===== config.mk =====
export PLATFORM = sky130hd
export DESIGN_NAME = fetch_stage
export DESIGN_NICKNAME = d
export VERILOG_FILES = /design/src/rtl/riscv_pkg.sv /design/src/rtl/if_id_reg.sv /design/src/rtl/fetch_stage.sv
export SDC_FILE = /design/constraint.sdc
export NUM_CORES = 1
export LEC_CHECK = 0
export BUFFER_PORTS_ARGS = -buffer_cell sky130_fd_sc_hd__buf_2
export CAP_MARGIN = 20
export CELL_PAD_IN_SITES_DETAIL_PLACEMENT = 0
export CELL_PAD_IN_SITES_GLOBAL_PLACEMENT = 2
export CORE_MARGIN = 2
export CORE_UTILIZATION = 31
export DETAILED_ROUTE_END_ITERATION = 10
export GPL_TIMING_DRIVEN = 0
export PLACE_DENSITY_LB_ADDON = 0.1
export SYNTH_ARGS = -nofsm -noshare
export SYNTH_HDL_FRONTEND = slang
export SYNTH_SLANG_ARGS = --single-unit

===== constraint.sdc =====
create_clock -name clk -period 3.85 [get_ports clk]
set_input_delay 0.1925 -clock clk [delete_from_list [all_inputs] [get_ports clk]]
set_output_delay 0.1925 -clock clk [all_outputs]
set_load 0.03 [all_outputs]

===== src/rtl/riscv_pkg.sv =====
// riscv_pkg: shared pipeline constants and the IF/ID register payload type
package riscv_pkg;
  localparam int XLEN = 32;
  localparam logic [31:0] NOP_INSTR = 32'h0000_0013;
  localparam logic [XLEN-1:0] RESET_PC = '0;
  typedef struct packed {
    logic [31:0] instr;
    logic [XLEN-1:0] pc;
    logic [XLEN-1:0] pc_plus4;
    logic valid;
  } if_id_t;
endpackage


===== src/rtl/if_id_reg.sv =====
// if_id_reg: pipeline register (d/q payload) with bubble over hold over capture priority
module if_id_reg
  import riscv_pkg::*;
(
  input  logic   clk,
  input  logic   rst,
  input  logic   flush,
  input  logic   stall,
  input  if_id_t d,
  output if_id_t q
);
  always_ff @(posedge clk)
    if (rst) q <= '{instr: NOP_INSTR, pc: '0, pc_plus4: '0, valid: 1'b0};
    else if (flush) begin
      q.instr <= NOP_INSTR;
      q.valid <= 1'b0;
    end
    else if (!stall) q <= d;
endmodule


===== src/rtl/fetch_stage.sv =====
// fetch_stage: PC, next-PC mux and IF/ID register; redirect > stall > pc+4, imem read same cycle
module fetch_stage #(
  parameter int XLEN = riscv_pkg::XLEN,
  parameter logic [XLEN-1:0] RESET_PC = riscv_pkg::RESET_PC
) (
  input  logic            clk,
  input  logic            rst,
  input  logic            stall_f,
  input  logic            stall_d,
  input  logic            flush_d,
  input  logic            pc_src_e,
  input  logic [XLEN-1:0] pc_target_e,
  output logic [XLEN-1:0] imem_addr,
  input  logic [31:0]     imem_rdata,
  output logic [31:0]     instr_d,
  output logic [XLEN-1:0] pc_d,
  output logic [XLEN-1:0] pc_plus4_d,
  output logic            valid_d,
  output logic            misalign_d,
  output logic [31:0]     fetch_count
);
  import riscv_pkg::*;
  logic [XLEN-1:0] pc_f;
  if_id_t d, q;
  always_ff @(posedge clk)
    if (rst) pc_f <= RESET_PC;
    else if (pc_src_e) pc_f <= {pc_target_e[XLEN-1:2], 2'b00};
    else if (!stall_f) pc_f <= pc_f + XLEN'(4);
  always_ff @(posedge clk)
    if (rst) misalign_d <= 1'b0;
    else if (pc_src_e && |pc_target_e[1:0]) misalign_d <= 1'b1;
  always_ff @(posedge clk)
    if (rst) fetch_count <= '0;
    else if (!flush_d && !pc_src_e && !stall_d) fetch_count <= fetch_count + 32'd1;
  assign d = '{instr: imem_rdata, pc: pc_f, pc_plus4: pc_f + XLEN'(4), valid: 1'b1};
  if_id_reg u_if_id (
    .clk   (clk),
    .rst   (rst),
    .flush (flush_d | pc_src_e),
    .stall (stall_d),
    .d     (d),
    .q     (q)
  );
  assign imem_addr  = pc_f;
  assign instr_d    = q.instr;
  assign pc_d       = q.pc;
  assign pc_plus4_d = q.pc_plus4;
  assign valid_d    = q.valid;
endmodule


Yosys cells after proc, flatten, opt, wreduce, memory -nomap -nowiden

Cells that the tools add are included.

Bits in registers: 162
Word-level logic and storage cells: 26
Output and inout port bits: 162
Input bits: 70

Muxes and demuxes: 2
Equal/unequal tests: 1
Bitwise operators: 3
Reductions and logical operators: 10
$add $sub $neg: 2

Operator list:

| kind                                                            | number |
|---|---|
| 32-bit 2-to-1 mux                                               | 2 |
| 32-bit by 1-bit adder with 32-bit output, second input constant | 1 |
| 32-bit by 3-bit adder with 32-bit output, second input constant | 1 |
| 2-bit OR reduction                                              | 3 |
| 1-bit logical AND                                               | 3 |
| 1-bit zero test                                                 | 3 |
| 2-bit by 1-bit != test with 1-bit output, second input constant | 1 |
| 1-bit NOT                                                       | 2 |
| 2-bit AND reduction                                             | 1 |
| 1-bit bitwise OR                                                | 1 |

Logic depth before layout (Yosys ltp)

Depth in word-level cells: 3
Depth in mapped cells: 7
Mapped depth without buffers: 6

Cells and area by module

A second synthesis with hierarchy kept.

Cell total of the unflattened synthesis: 902
Area total of the unflattened synthesis: 7923.8 um^2

By module, submodules not included:

| module      | times used | cells each | area an instance (um^2) | sequential area each (um^2) |
|---|---|---|---|---|
| fetch_stage | 1          | 504        | 4078.9                  | 1261.2 |
| if_id_reg   | 1          | 398        | 3844.9                  | 1941.9 |

Worst setup path after synthesis

No wires, ideal clock.

Kind: register to register
Start: register fetch_count[4]
End: register fetch_count[31]
Clock period less this slack: 2072 ps
Cell stages (with the launch flop): 6
Required time: 3780 ps
Buffers on the path: 0
Library setup time: 70 ps
Setup slack: 1778 ps
Arrival time: 2001 ps
Path through: dfxtp_1 > nand4_1 > nor4_4 > nand3_2 > or3_1 > a21oi_1

Word-level cells in the longest chain between the ends: 1

RTL lines:

| item                                     | RTL line          | text |
|---|---|---|
| from (decl)                              | fetch_stage.sv:20 | `output logic [31:0] fetch_count` |
| from (signal assigned)                   | fetch_stage.sv:34 | `else if (!flush_d && !pc_src_e && !stall_d) fetch_count <= fetch_count + 32'd1;` |
| 32-bit by 1-bit adder with 32-bit output | fetch_stage.sv:34 |  |

No other way between the ends.
A chain may end at the register's enable or synchronous reset.

Worst setup path after layout

Start: register pc_f[11] (netlist: imem_addr[11])
End: register, netlist name u_if_id.q[22]

Word-level cells in the longest chain between the ends: 1

RTL lines:

| item                                     | RTL line          | text |
|---|---|---|
| from (decl)                              | fetch_stage.sv:23 | `logic [XLEN-1:0] pc_f;` |
| from (signal assigned)                   | fetch_stage.sv:27 | `else if (pc_src_e) pc_f <= {pc_target_e[XLEN-1:2], 2'b00};` |
| from (signal assigned)                   | fetch_stage.sv:28 | `else if (!stall_f) pc_f <= pc_f + XLEN'(4);` |
| 32-bit by 3-bit adder with 32-bit output | fetch_stage.sv:35 | `assign d = '{instr: imem_rdata, pc: pc_f, pc_plus4: pc_f + XLEN'(4), valid: 1'b1};` |

No other way between the ends.

==> results by group <==
Timing
  – Slew @ Worst Pin: between 0.8 and 0.9 ns
  – Fmax: 0.396 GHz
  – Post-Route Setup TNS: 0 ns
  – Fin. Hold Viols: 0
  – Slew Limit Headroom: 0.410
  – Fin crit period: 2.52 ns
  – Period Utilization, post-route: 0.656
  – Pins Over Slew Limit: 0
  – Worst Skew: ~0.014 ns
  – RSZ-0062 raised after global routing: no
  – Final setup violating endpoints: 0
  – Final WS setup: 1.33 ns

Pwr
  – P_leak: between 0.004 and 0.005 uW
  – Power share of the clock group: 0.435
  – Power, Total: 3910 uW
  – Psw: 1100 uW
  – IR drop worst, VDD: about 0.00026 V
  – Switching Fraction: 0.281
  – PD cells: approximately 410 mW/mm^2
  – Sequential Power Share: 0.436
  – Logic pwr share: 0.128
  – Pint: 2810 uW

Setup path
  – Levels on crit path: 6
  – Top delay family on crit path: simple AND/OR/NAND/NOR gates
  – Crit path from: imem_addr[11]
  – Crit path max fanout: 9
  – WP data required: roughly 4.2 ns
  – Worst EP arrival: 2.87 ns
  – Max stage delay on crit path: about 0.80 ns
  – Critical Path Most Common Cell: nand4_1
  – Critical path launch point type: register
  – Critical setup path kind: register to register
  – WP buf/inv: 1
  – FF-to-FF End: u_if_id.q[22]
  – Critical R2R Launch: imem_addr[11]
  – Setup crit end: u_if_id.q[22]
  – Crit end category: register
  – Reg2Reg Depth: 6
  – Worst path slowest cell: nor3_1
  – FF-to-FF setup slack: between 1 and 1.5 ns
  – Critical path, cell by cell: clkbuf_1 > nand4_1 > nor3_1 > nand4_1 > xor2_1 > a211oi_1

Routing
  – Drt via density: 4.65
  – Wire per inst: 16.5 um
  – Drt total wl: ~23000 um
  – Antenna Nets Post-Route: 0
  – Iter 0 DRT Violations: 292
  – Drt pass-1 iters: 4
  – Vias: about 6500
  – Post-route DRC: 0

Floorplan
  – Die area: 0.0239 sq mm
  – Row cnt: 55
  – Die width: 154 um
  – Starting density of the core: 0.313
  – Die Ht: around 150 um
  – CORE AREA: 0.0224 sq mm
  – I/O pin total: between 200 and 250

Synth
  – Yosys top cell area share: 0.445
  – Part of the Yosys area used for sequential elements: 0.445
  – Synth Register Bits: ~160
  – Main synth FF type: dfxtp_1
  – Mapped Cells: 828
  – Mapped Avg Cell Area: 8.48 sq um
  – Post-synth cell types: 41
  – Post-synth EDFFs: 0
  – Post-Syn Area: 0.00702 sq mm
  – Top cells by area, synth: dfxtp_1 (44%), xor2_1 (7.0%), nor2_1 (6.8%)
  – Post-synth top area cell: dfxtp_1
  – Share of flip-flops with an asynchronous set or reset: 0
  – YS warnings: 0

Clock tree
  – Clock buffer depth: 2
  – Post-CTS Resized: 0
  – Clk slew on worst S/H paths: 0.07 ns
  – H-tree Lvls: 4
  – Clock sinks: 156
  – CTS buffer count: 17
  – CTS tree: done
  – Clk Latency, worst-skew pair: 0.43 ns
  – CTS root buf: clkbuf_16

Placement
  – Worst slack at placement: 1.29 ns
  – I/O Buffers: 223
  – DPL Wire Length: 17000 um
  – Gp weighted congestion: 0.778
  – Placed cells: 1342

Hold path
  – Hold Path Class: input port to register

Global routing
  – Met1 usage: 0.264
  – Vias in the first global route: 6528
  – GR peak layer: met2
  – Overflow left after global routing: 0
  – Initial antenna violation count: 0
  – First-pass GRT wire length: 36100 um
  – Met3 GRT Util: 0.0479
  – Met2 Use GR: 0.308
  – Total GRT Usage: 0.194
  – Largest net degree at the start of global routing: 17

Finish
  – Layout cells sized above 1: 0.282
  – Ant. Diodes: 0
  – Layout area overhead: 34.3%
  – Total Nets Final: 1180
  – Post-route insts no fill: 1406

Run
  – MaxCap Viol Count: 0

Outcome
  – Status: finished, final reports clean
-- per-layer routing --
metal | wire length (um) | vias to the layer above
li1 | - | 3324
met3 | 1330 | 17
met2 | 10400 | 172
met4 | 276 | 0
met1 | 11100 | 3020
met5 | 0 | -
-- sequential cells by signal, summed over array words and instances (netlist names) --
name	cells
u_if_id.q	93
imem_addr	30
misalign_d	1
fetch_count	32
-- how the worst min path moves through the flow --
stage | slack (ns) | start | cells after the start | endpoint
floorplan | 0.34 | pc_target_e[3] | 2 | imem_addr[3]
detailed placement | 0.43 | imem_rdata[25] | 3 | u_if_id.q[90]
global placement | 0.42 | imem_rdata[28] | 3 | u_if_id.q[93]
CTS | 0.003 | pc_target_e[6] | 3 | imem_addr[6]
global route | 0.02 | pc_target_e[6] | 3 | imem_addr[6]
finish | 0.02 | pc_target_e[4] | 3 | imem_addr[4]
-- synth_stat cells (21+ instances only) --
cell type,instances
dfxtp_1,156
nor2_1,127
nand2_1,104
xor2_1,56
clkbuf_1,51
a21oi_1,49
a211oi_1,38
buf_4,37
mux2i_1,32
nand4_1,28
nand3_1,23
xnor2_1,21
-- repair_timing --
item | 4_1_cts | 5_1_grt
hold buffers | 32 | 0
hold endpoints to repair | 32 | 0
setup endpoints to repair | 0 | 0
setup buffers | 0 | 0
-- per-stage QoR --
step / hold WS [ns] / utilization / cell area [sq um]
3_5_place_dp: 0.429 / 0.380 / 8520
2_1_floorplan: 0.335 / - / 7040
4_1_cts: 0.00269 / 0.420 / 9430
3_3_place_gp: 0.423 / 0.379 / 8510
6_report: 0.0181 / 0.420 / 9430
5_1_grt: 0.0175 / 0.420 / 9430
-- worst min-delay path: cells and delay by family --
family                 cells  cell delay (ns)
buffers and inverters      1             0.08
and+or+nand+nor            1             0.07
AOI/OAI and AO/OA          1             0.06
-- layout make-up --
cell class,count,area [sq um]
fillers,2381,13000
plain buffers,99,522
well taps,285,357
clock buffers,20,467
clock inverters,12,125
inverters,8,30.0
flip-flops and latches,156,3120
multi-input cells,570,3360
repair buffers,256,1440
-- power groups by stage --
stage                     Clock, uW  Combinational [uW]  Sequential [uW]
after floorplan                   0                 264             1790
after CTS                      1750                 507             1710
final                          1700                 502             1710
after detailed placement          0                 480             1740
after global routing           1820                 545             1710
after global placement            0                 481             1740
-- kinds of logic after synthesis --
| family | Yosys count | synth area share |
|---|---|---|
| simple gates | 342 | 0.232 |
| flops | 156 | 0.445 |
| compound gates | 111 | 0.0993 |
| buf+inv | 107 | 0.0786 |
| xor+xnor | 77 | 0.0961 |
| mux | 32 | 0.0456 |
| fa+ha+maj | 2 | 0.00356 |
| other cells | 1 | 0.000534 |
-- cells in the final DEF, fill, tap and decap left out, types with 9 or more instances in the layout --
cell type      synthesis  final
dfxtp_1              156    156
o21ai_0                9      9
buf_2                  8    232
nor2_1               127    127
mux2i_1               32     32
buf_4                 37     37
xor2_1                56     56
nand2_1              104    104
clkbuf_16              0     17
or3_1                  9      9
a211oi_1              38     38
a21oi_1               49     49
dlygate4sd3_1          0     32
xnor2_1               21     21
nand4_1               28     28
clkbuf_1              51     51
nand3_1               23     23
No activity file was read; power rests on OpenSTA's default activity.
